--- config.mk ---
export PLATFORM = sky130hd
export DESIGN_NAME = ifetch_unit
export DESIGN_NICKNAME = d
export VERILOG_FILES = /design/src/rtl/ifetch_pkg.sv /design/src/rtl/ifetch_fifo.sv /design/src/rtl/ifetch_unit.sv
export SDC_FILE = /design/constraint.sdc
export NUM_CORES = 1
export LEC_CHECK = 0
export ABC_AREA = 0
export CORE_MARGIN = 2
export CORE_UTILIZATION = 65
export CTS_BUF_LIST = sky130_fd_sc_hd__clkbuf_8
export DETAILED_ROUTE_END_ITERATION = 6
export DONT_BUFFER_PORTS = 1
export MAX_ROUTING_LAYER = met4
export PLACE_DENSITY_LB_ADDON = 0.25
export SYNTH_ARGS = -nofsm -noshare
export SYNTH_HDL_FRONTEND = slang
export SYNTH_HIERARCHICAL = 1
export SYNTH_SLANG_ARGS = --single-unit
export TNS_END_PERCENT = 50
--- constraint.sdc ---
create_clock -name CLK -period 4.9 [get_ports CLK]
set_input_delay 0.98 -clock CLK [delete_from_list [all_inputs] [get_ports CLK]]
set_output_delay 0.98 -clock CLK [all_outputs]
set_load 0.03 [all_outputs]
--- src/rtl/ifetch_pkg.sv ---
// Shared types and constants for the instruction fetch unit.
//   fetch_entry_t  : one prefetch queue entry {pc, instr}
//   ifetch_state_t : fetch FSM state (BOOT, FETCH, FULL)
//   INSTR_BYTES    : fetch address increment per instruction
package ifetch_pkg;

  localparam int unsigned INSTR_BYTES = 4;

  typedef struct packed {
    logic [31:0] pc;
    logic [31:0] instr;
  } fetch_entry_t;

  typedef enum logic [1:0] {
    BOOT  = 2'd0,
    FETCH = 2'd1,
    FULL  = 2'd2
  } ifetch_state_t;

endpackage

--- src/rtl/ifetch_fifo.sv ---
// Prefetch queue holding fetch_entry_t, DEPTH entries (power of two, >= 2).
// Ports:
//   clk, rst_n     : clock, asynchronous active-low reset
//   push, wdata    : write an entry (ignored when full or flushing)
//   pop, rdata     : head entry / remove head (ignored when empty or flushing)
//   flush          : empty the queue; wins over push and pop
//   full, empty    : occupancy flags
//   count          : number of valid entries (0..DEPTH)
module ifetch_fifo
  import ifetch_pkg::*;
#(
  parameter int unsigned DEPTH = 4
) (
  input  logic                     clk,
  input  logic                     rst_n,
  input  logic                     push,
  input  logic                     pop,
  input  logic                     flush,
  input  fetch_entry_t             wdata,
  output fetch_entry_t             rdata,
  output logic                     full,
  output logic                     empty,
  output logic [$clog2(DEPTH):0]   count
);

  localparam int unsigned AW = $clog2(DEPTH);
  localparam int unsigned CW = AW + 1;

  fetch_entry_t  mem [DEPTH];
  logic [AW-1:0] wr_ptr;
  logic [AW-1:0] rd_ptr;
  logic          do_push;
  logic          do_pop;

  assign full    = (count == CW'(DEPTH));
  assign empty   = (count == '0);
  assign do_push = push && !full && !flush;
  assign do_pop  = pop && !empty && !flush;
  assign rdata   = mem[rd_ptr];

  always_ff @(posedge clk or negedge rst_n) begin
    if (!rst_n) begin
      wr_ptr <= '0;
      rd_ptr <= '0;
      count  <= '0;
    end else if (flush) begin
      wr_ptr <= '0;
      rd_ptr <= '0;
      count  <= '0;
    end else begin
      if (do_push) wr_ptr <= wr_ptr + AW'(1);
      if (do_pop)  rd_ptr <= rd_ptr + AW'(1);
      count <= count + CW'(do_push) - CW'(do_pop);
    end
  end

  // Storage needs no reset: entries are only visible while count > 0.
  always_ff @(posedge clk) begin
    if (do_push) mem[wr_ptr] <= wdata;
  end

endmodule

--- src/rtl/ifetch_unit.sv ---
// Instruction fetch unit: issues sequential reads to instruction memory,
// buffers responses in a prefetch queue and presents them downstream.
// Optional feature macro: IFETCH_MISALIGN_CHK_EN (misaligned redirect sets
// sticky FETCH_ERR and stops fetching; otherwise REDIRECT_PC[1:0] is ignored).
// Ports:
//   CLK, RESET_N              : clock, asynchronous active-low reset
//   REDIRECT, REDIRECT_PC     : flush and restart fetch at REDIRECT_PC
//   MEM_REQ, MEM_ADDR         : memory read request / address
//   MEM_GNT                   : request accepted this cycle
//   MEM_RVALID, MEM_RDATA     : in-order read response
//   IR_VALID, IR, IR_PC       : queue head instruction and its address
//   IR_READY                  : downstream consumes the head
//   FETCH_ERR                 : sticky misaligned-redirect flag
module ifetch_unit
  import ifetch_pkg::*;
#(
  parameter int unsigned DEPTH     = 4,
  parameter logic [31:0] RESET_VEC = 32'h0000_0000
) (
  input  logic        CLK,
  input  logic        RESET_N,
  input  logic        REDIRECT,
  input  logic [31:0] REDIRECT_PC,
  output logic        MEM_REQ,
  output logic [31:0] MEM_ADDR,
  input  logic        MEM_GNT,
  input  logic        MEM_RVALID,
  input  logic [31:0] MEM_RDATA,
  output logic        IR_VALID,
  output logic [31:0] IR,
  output logic [31:0] IR_PC,
  input  logic        IR_READY,
  output logic        FETCH_ERR
);

  localparam int unsigned CW = $clog2(DEPTH) + 1;
  localparam int unsigned TW = CW + 1;

  ifetch_state_t state;
  logic [31:0]   fetch_pc;
  logic [CW-1:0] outst;
  logic [CW-1:0] discard;
  logic          err;
  logic [31:0]   redir_pc;

  logic [CW-1:0] q_count;
  logic          q_full;
  logic          q_empty;
  logic          q_push;
  logic          q_pop;
  fetch_entry_t  q_wdata;
  fetch_entry_t  q_head;

  logic [TW-1:0] total;
  logic [TW-1:0] total_next;
  logic          grant;
  logic          rsp_keep;
  logic          rsp_drop;

`ifdef IFETCH_MISALIGN_CHK_EN
  assign redir_pc = REDIRECT_PC;

  always_ff @(posedge CLK or negedge RESET_N) begin
    if (!RESET_N)      err <= 1'b0;
    else if (REDIRECT) err <= |REDIRECT_PC[1:0];
  end
`else
  logic [1:0] unused_redir_lo;
  assign unused_redir_lo = REDIRECT_PC[1:0];
  assign redir_pc        = {REDIRECT_PC[31:2], 2'b00};
  assign err             = 1'b0;
`endif

  always_comb begin
    // Throttle counts queued entries, live requests and responses still
    // owed to a flushed stream.
    total      = TW'(q_count) + TW'(outst) + TW'(discard);
    MEM_REQ    = (state == FETCH) && !REDIRECT && !err && (total < TW'(DEPTH));
    grant      = MEM_REQ && MEM_GNT;
    rsp_drop   = MEM_RVALID && (discard != '0);
    rsp_keep   = MEM_RVALID && (discard == '0) && (outst != '0);
    q_push     = rsp_keep && !REDIRECT && !q_full;
    q_pop      = IR_VALID && IR_READY && !REDIRECT;
    total_next = total + TW'(grant) - TW'(rsp_drop) - TW'(q_pop);
    // Live requests are consecutive, so the oldest one sits outst
    // instructions behind the fetch PC; no per-request PC storage needed.
    q_wdata.pc    = fetch_pc - 32'(outst) * 32'(INSTR_BYTES);
    q_wdata.instr = MEM_RDATA;
  end

  always_ff @(posedge CLK or negedge RESET_N) begin
    if (!RESET_N) begin
      state    <= BOOT;
      fetch_pc <= RESET_VEC;
      outst    <= '0;
      discard  <= '0;
    end else if (REDIRECT) begin
      state    <= FETCH;
      fetch_pc <= redir_pc;
      outst    <= '0;
      // A response arriving on the redirect cycle belongs to the old stream
      // and is consumed here rather than counted as a future discard.
      discard  <= discard + outst - CW'(MEM_RVALID && ((discard | outst) != '0));
    end else begin
      if (grant) fetch_pc <= fetch_pc + 32'(INSTR_BYTES);
      outst   <= outst + CW'(grant) - CW'(rsp_keep);
      discard <= discard - CW'(rsp_drop);
      case (state)
        BOOT:        state <= FETCH;
        FETCH, FULL: state <= (total_next == TW'(DEPTH)) ? FULL : FETCH;
        default:     state <= BOOT;
      endcase
    end
  end

  ifetch_fifo #(
    .DEPTH (DEPTH)
  ) u_fifo (
    .clk   (CLK),
    .rst_n (RESET_N),
    .push  (q_push),
    .pop   (q_pop),
    .flush (REDIRECT),
    .wdata (q_wdata),
    .rdata (q_head),
    .full  (q_full),
    .empty (q_empty),
    .count (q_count)
  );

  assign MEM_ADDR  = fetch_pc;
  assign IR_VALID  = !q_empty;
  assign IR        = q_empty ? '0 : q_head.instr;
  assign IR_PC     = q_empty ? '0 : q_head.pc;
  assign FETCH_ERR = err;

endmodule

== After elaboration in Yosys (flattened, before gate mapping) ==
Memories as Yosys holds them, arrays and structs flattened.
Cells that the tools add are included.

* Input bits: 70
* Flip-flop bits (word level): 47
* Memories kept: 1
* RAM bits: 256
* Output and inout bits: 99
* Word-level logic and storage cells: 74

{| class="wikitable"
|+ Memories
! name !! words !! width !! rd ports !! clocked after Yosys merged registers in !! write ports !! line !! RTL
|-
| u_fifo.mem || 4 || 64 || 1 || 0 || 1 || ifetch_fifo.sv:29 || <nowiki>fetch_entry_t mem [DEPTH];</nowiki>
|}

* Magnitude comparators: 1
* Equality and inequality tests: 4
* Mux-type cells: 16
* Bitwise logic cells: 1
* Reduce and logical (&&, ||, !) cells: 28
* $add $sub $neg: 16

{| class="wikitable"
|+ Operators with widths
! kind !! count
|-
| 32-bit two-way mux || 4
|-
| 32-bit by 3-bit adder with 32-bit output (second input constant) || 1
|-
| 32-bit by 5-bit subtractor with 32-bit output || 1
|-
| 1-bit logical AND || 15
|-
| 2-bit two-way mux || 6
|-
| 3-bit by 1-bit subtractor with 3-bit output || 4
|-
| 3-bit two-way mux || 3
|-
| 3-bit nonzero test || 3
|-
| 4-bit by 1-bit subtractor with 4-bit output || 2
|-
| 3-bit by 1-bit adder with 3-bit output || 2
|-
| 3-bit zero test || 2
|-
| 2-bit nonzero test || 3
|-
| 2-bit by 1-bit adder with 2-bit output (second input constant) || 2
|-
| 3-bit by 3-bit adder with 4-bit output || 1
|-
| 4-bit by 1-bit adder with 4-bit output || 1
|-
| 4-bit by 3-bit adder with 4-bit output || 1
|-
| 4-bit by 3-bit equality test with 1-bit output (second input constant) || 1
|-
| 4-bit by 3-bit < comparator with 1-bit output (second input constant) || 1
|-
| 2-bit case mux with 2 select lines || 1
|-
| 3-bit adder || 1
|-
| 3-bit equality test (second input constant) || 1
|-
| 1-bit zero test || 3
|-
| 3-bit bitwise OR || 1
|-
| 2-bit by 1-bit equality test with 1-bit output (second input constant) || 1
|-
| other kinds (4) || 5
|}

== Depth between registers and ports, before layout ==
* Depth in word-level cells: 12
* Depth in mapped cells: 20
* Depth with buffers taken out: 19

== By module ==
Netlist, hierarchy kept.

{| class="wikitable"
|+ Modules (own cells, without submodules)
! module !! area an instance (um2) !! times used !! seq. area each (um2) !! cells an instance
|-
| ifetch_fifo || 9699.3 || 1 || 7862.5 || 382
|-
| ifetch_unit || 3952.5 || 1 || 950.9 || 471
|}

== Least setup slack after synthesis ==
OpenSTA, ideal clock, no wires.

* Kind: flip-flop to flip-flop
* From: register outst[1]
* To: register state[0]
* Required time: 4774 ps
* Clock period less this slack: 3983 ps
* Library setup time: 126 ps
* Arrival: 3856 ps
* Path buffers: 1
* Cell stages (with the launch flop): 19
* Slack: 917 ps
* Path through: dfrtp_1 > inv_1 > fa_1 > inv_1 > ha_1 > inv_1 > fa_1 > ha_1 > and3_1 > buf_6 > nand2_1 > inv_1 > ha_1 > ha_1 > inv_1 > fa_1 > or4_1 > a21oi_1 > o21ai_0

* Longest elaborated chain between the ends: 12

{| class="wikitable"
|+ RTL lines
! element !! line !! RTL
|-
| start: declaration || ifetch_unit.sv:41 || <nowiki>logic [CW-1:0] outst;</nowiki>
|-
| start signal: assignment || ifetch_unit.sv:106 || <nowiki>outst <= outst + CW'(grant) - CW'(rsp_keep);</nowiki>
|-
| 3-bit by 3-bit adder with 4-bit output * || ifetch_unit.sv:77 || <nowiki>total = TW'(q_count) + TW'(outst) + TW'(discard);</nowiki>
|-
| 4-bit by 3-bit adder with 4-bit output * || ifetch_unit.sv:77 ||
|-
| 4-bit by 3-bit < comparator with 1-bit output || ifetch_unit.sv:78 || <nowiki>MEM_REQ = (state == FETCH) && !REDIRECT && !err && (total < TW'(DEPTH));</nowiki>
|-
| 1-bit logical AND || ifetch_unit.sv:78 ||
|-
| 1-bit logical AND || ifetch_unit.sv:79 || <nowiki>grant = MEM_REQ && MEM_GNT;</nowiki>
|-
| 4-bit by 1-bit adder with 4-bit output * || ifetch_unit.sv:84 || <nowiki>total_next = total + TW'(grant) - TW'(rsp_drop) - TW'(q_pop);</nowiki>
|-
| 4-bit by 1-bit subtractor with 4-bit output * (2 in series) || ifetch_unit.sv:84 ||
|-
| 4-bit by 3-bit equality test with 1-bit output * || ifetch_unit.sv:110 || <nowiki>FETCH, FULL: state <= (total_next == TW'(DEPTH)) ? FULL : FETCH;</nowiki>
|-
| 2-bit two-way mux * || ifetch_unit.sv:110 ||
|-
| 2-bit case mux with 2 select lines * || ifetch_unit.sv:108 || <nowiki>case (state)</nowiki>
|-
| 2-bit two-way mux * || ifetch_unit.sv:97 || <nowiki>end else if (REDIRECT) begin</nowiki>
|-
| end signal: assignment || ifetch_unit.sv:110 ||
|-
| end: declaration || ifetch_unit.sv:39 || <nowiki>ifetch_state_t state;</nowiki>
|}

Mark *: on every way between the ends. The rest lies on a longest branch, timed or not.
A chain may end at the register's enable or synchronous reset.

== Worst setup path after layout ==
Same ends and word-level chain as after synthesis.

==> impl_metrics.toml <==
[run_status]
status = "complete, no violations"

[sta]
final.min_clock_period_ps = 4480
hold_viol = 0
period_share_pct = 91.5
setup_viol = 0
tightest_slew_ps = 1040
relSlewSlack_pct = 30.5
drv_slew = 0
fin_hold_ws_ps = 108
fmax_mhz = 223
rsz0062_at_grt = "no"
layout_setup_ws_ps = 415
fin_skew_ps = 36.5
setup_tns_ps = 0

[synth]
synth_ff_type = "edfxtp_1"
syn_avg_cell_area_um2 = 16.0
synth_commonest_cells = "edfxtp_1 (256), nor2b_1 (70), mux4_2 (64), dfrtp_1 (45), inv_1 (39)"
yosys.area.top_type = "edfxtp_1"
syn_area_mm2 = 0.0137
synth_cells = 853
synth_area_leaders = "edfxtp_1 (56%), mux4_2 (11%), dfrtp_1 (8.2%), nor2b_1 (3.2%), ha_1 (2.5%)"
ys_seq_area_share_pct = 64.6
async_flop_share_pct = 15.0
ys_ff_latch = 301
ys_types = 56
yosysWarnings = 6
synth_edf_count = 256
synth_top_area_share_pct = 56.3
synth.most_common_cell = "edfxtp_1"

[clock_tree]
cts_max_level = 2
holdBufCountCts = 0
clk_latency_ps = 570
tritoncts = "built"
numCtsBuffers = 48
cts.reportedPaths.clkPinSlew_ps = 60
cts.sinks = 301
cts_post_setup_buffers_inserted = 0
cts_resized = 0
clockBufferDepth = 3
cts_root_buffer = "clkbuf_8"

[final_layout]
layout-drive-gt1-share_pct = 16.3
area_growth_pct = 6.88
final_cells = 1174
n_fill_cell = 1337
nets = 968

[power]
switchingPower_w = 0.00154
combPwrFrac_pct = 13.3
internal_power_w = 0.00418
power.static_leakage_nw = 4.87
clkPwrFrac_pct = 32.7
cellPowerDensity_mw_per_mm2 = 392
swShare_pct = 26.9
vdd_drop_max_mv = 0.256
seqPwrFrac_pct = 54.0
total_power_w = 0.00571

[placed_design]
dp_slack_ps = 465
post-dp-hpwl_um = 16200
dp.cells = 1086
globalplace.congestion = 0.871
portBuffers = 0

[worst_setup_path]
worstSetupStartpointType = "register"
rr_worst_depth = 19
critPathRequiredTime_ps = 5320
critPathCaptureType = "register"
arrival_ps = 4900
critPathMaxFanout = 9
critPathKind = "register to register"

[hold_path]
hp-class = "input pin to asynchronous set/reset pin"

[flow_run]
cap_violations = 0

[detailed_routing]
drtAntennaViolNets = 0
drt_iter0_drc = 554
post_drt_wl_per_cell_um = 22.3
drt_pass1_iterations = 5
vias = 7249
drc = 0
drt-total-wl_um = 26200
viasPerCell = 6.17

[grt]
grt_overflow = 0
grt_pass1_wl_um = 41200
grt_usage_pct = 25.0
grt_pass1_vias = 7758
antenna_found_initial = 1
grt_start_max_net_pins = 65

[floorplan]
core_area_mm2 = 0.0208
placementRows = 53
initial_core_util_pct = 65.6
io_pins = 169
die_w_um = 149
die_area_mm2 = 0.0222
die_h_um = 149
## path summary, 6_finish.rpt
check                      startpoint               end  slack, ps
max                          outst[1]          state[0]        420
min                           RESET_N      MEM_ADDR[21]        110
max reg2reg                  outst[1]          state[0]        420
min reg2reg                  state[1]          state[0]        600
max in group asynchronous     RESET_N       MEM_ADDR[9]       4680
min in group CLK             REDIRECT  u_fifo/rd_ptr[0]        500
## metrics by stage
stage	area (µm²)	util [%]
after floorplan	13700	-
after global placement	13700	65.9
after detailed placement	13700	65.9
after CTS	14600	70.0
after global routing	14600	70.1
final	14600	70.1
## final cells by class
| cell class | instances | area, µm² | share of cell area (%) |
|---|---|---|---|
| Antenna cell | 1 | 2.50 | 0.0171 |
| Clock buffer | 52 | 716 | 4.90 |
| Clock inverter | 35 | 143 | 0.978 |
| Inverter | 39 | 146 | 1.00 |
| Multi-Input combinational cell | 467 | 4370 | 29.9 |
| Sequential cell | 301 | 8820 | 60.4 |
| Tap cell | 275 | 344 | 2.36 |
| Timing Repair Buffer | 4 | 55.1 | 0.377 |
## kinds of logic after synthesis
| kind of cell | after synthesis | share of synthesized area (%) |
|---|---|---|
| buffers and inverters | 95 | 3.89 |
| AOI/OAI and AO/OA | 57 | 2.70 |
| muxes | 66 | 10.7 |
| adders and majority gates | 37 | 3.94 |
| and+or+nand+nor | 247 | 11.0 |
| DFF | 301 | 64.6 |
| other | 1 | 0.0275 |
| xor gates and xnor gates | 49 | 3.14 |
## state kept, by name (all words and copies together) (netlist names)
signal and count:
u_fifo/count 3, MEM_ADDR 30, outst 3, state 2, u_fifo/mem 256, discard 3, u_fifo/wr_ptr 2, u_fifo/rd_ptr 2
## power by group through the flow
stage	clock network, W	registers, W	logic, W
finish	0.00187	0.00309	0.000761
global route	0.00201	0.00310	0.000862
CTS	0.00192	0.00309	0.000759
detailed placement	0	0.00314	0.000749
global placement	0	0.00313	0.000689
floorplan	0	0.00307	0.000636
## routing by layer
metal / track usage [%] / share of wire (%) / up-vias
li1: - / - / 3255
met1: 30.8 / 39 / 3661
met2: 41.0 / 51 / 286
met3: 6.39 / 8.3 / 47
met4: 8.24 / 1.8 / 0
met5: - / 0 / -
## critical path, cell delays in order, from the launching register on
cell,delay (ps)
dfrtp_1,430
inv_1,170
fa_1,490
inv_1,70
ha_1,140
inv_1,50
fa_1,360
xor2_1,150
ha_1,210
and3_1,440
nand2_1,140
inv_1,80
ha_1,160
ha_1,150
inv_1,50
fa_1,370
xor2_1,170
or4_1,430
a21oi_1,200
o21ai_0,100
## placed cells by master, fill, tap and decap left out, types with 10 or more instances in the layout
master,instances
nor2b_1,70
nand2_1,38
nor3_1,12
a31oi_1,11
conb_1,11
edfxtp_1,256
ha_1,27
xnor2_1,33
clkbuf_8,52
nand3_1,14
dfrtp_1,43
nand4_1,12
o21ai_0,17
fa_1,10
mux4_2,64
nor2_1,29
or4_1,15
xor2_1,16
inv_1,64
No activity file was read; power rests on OpenSTA's default activity.
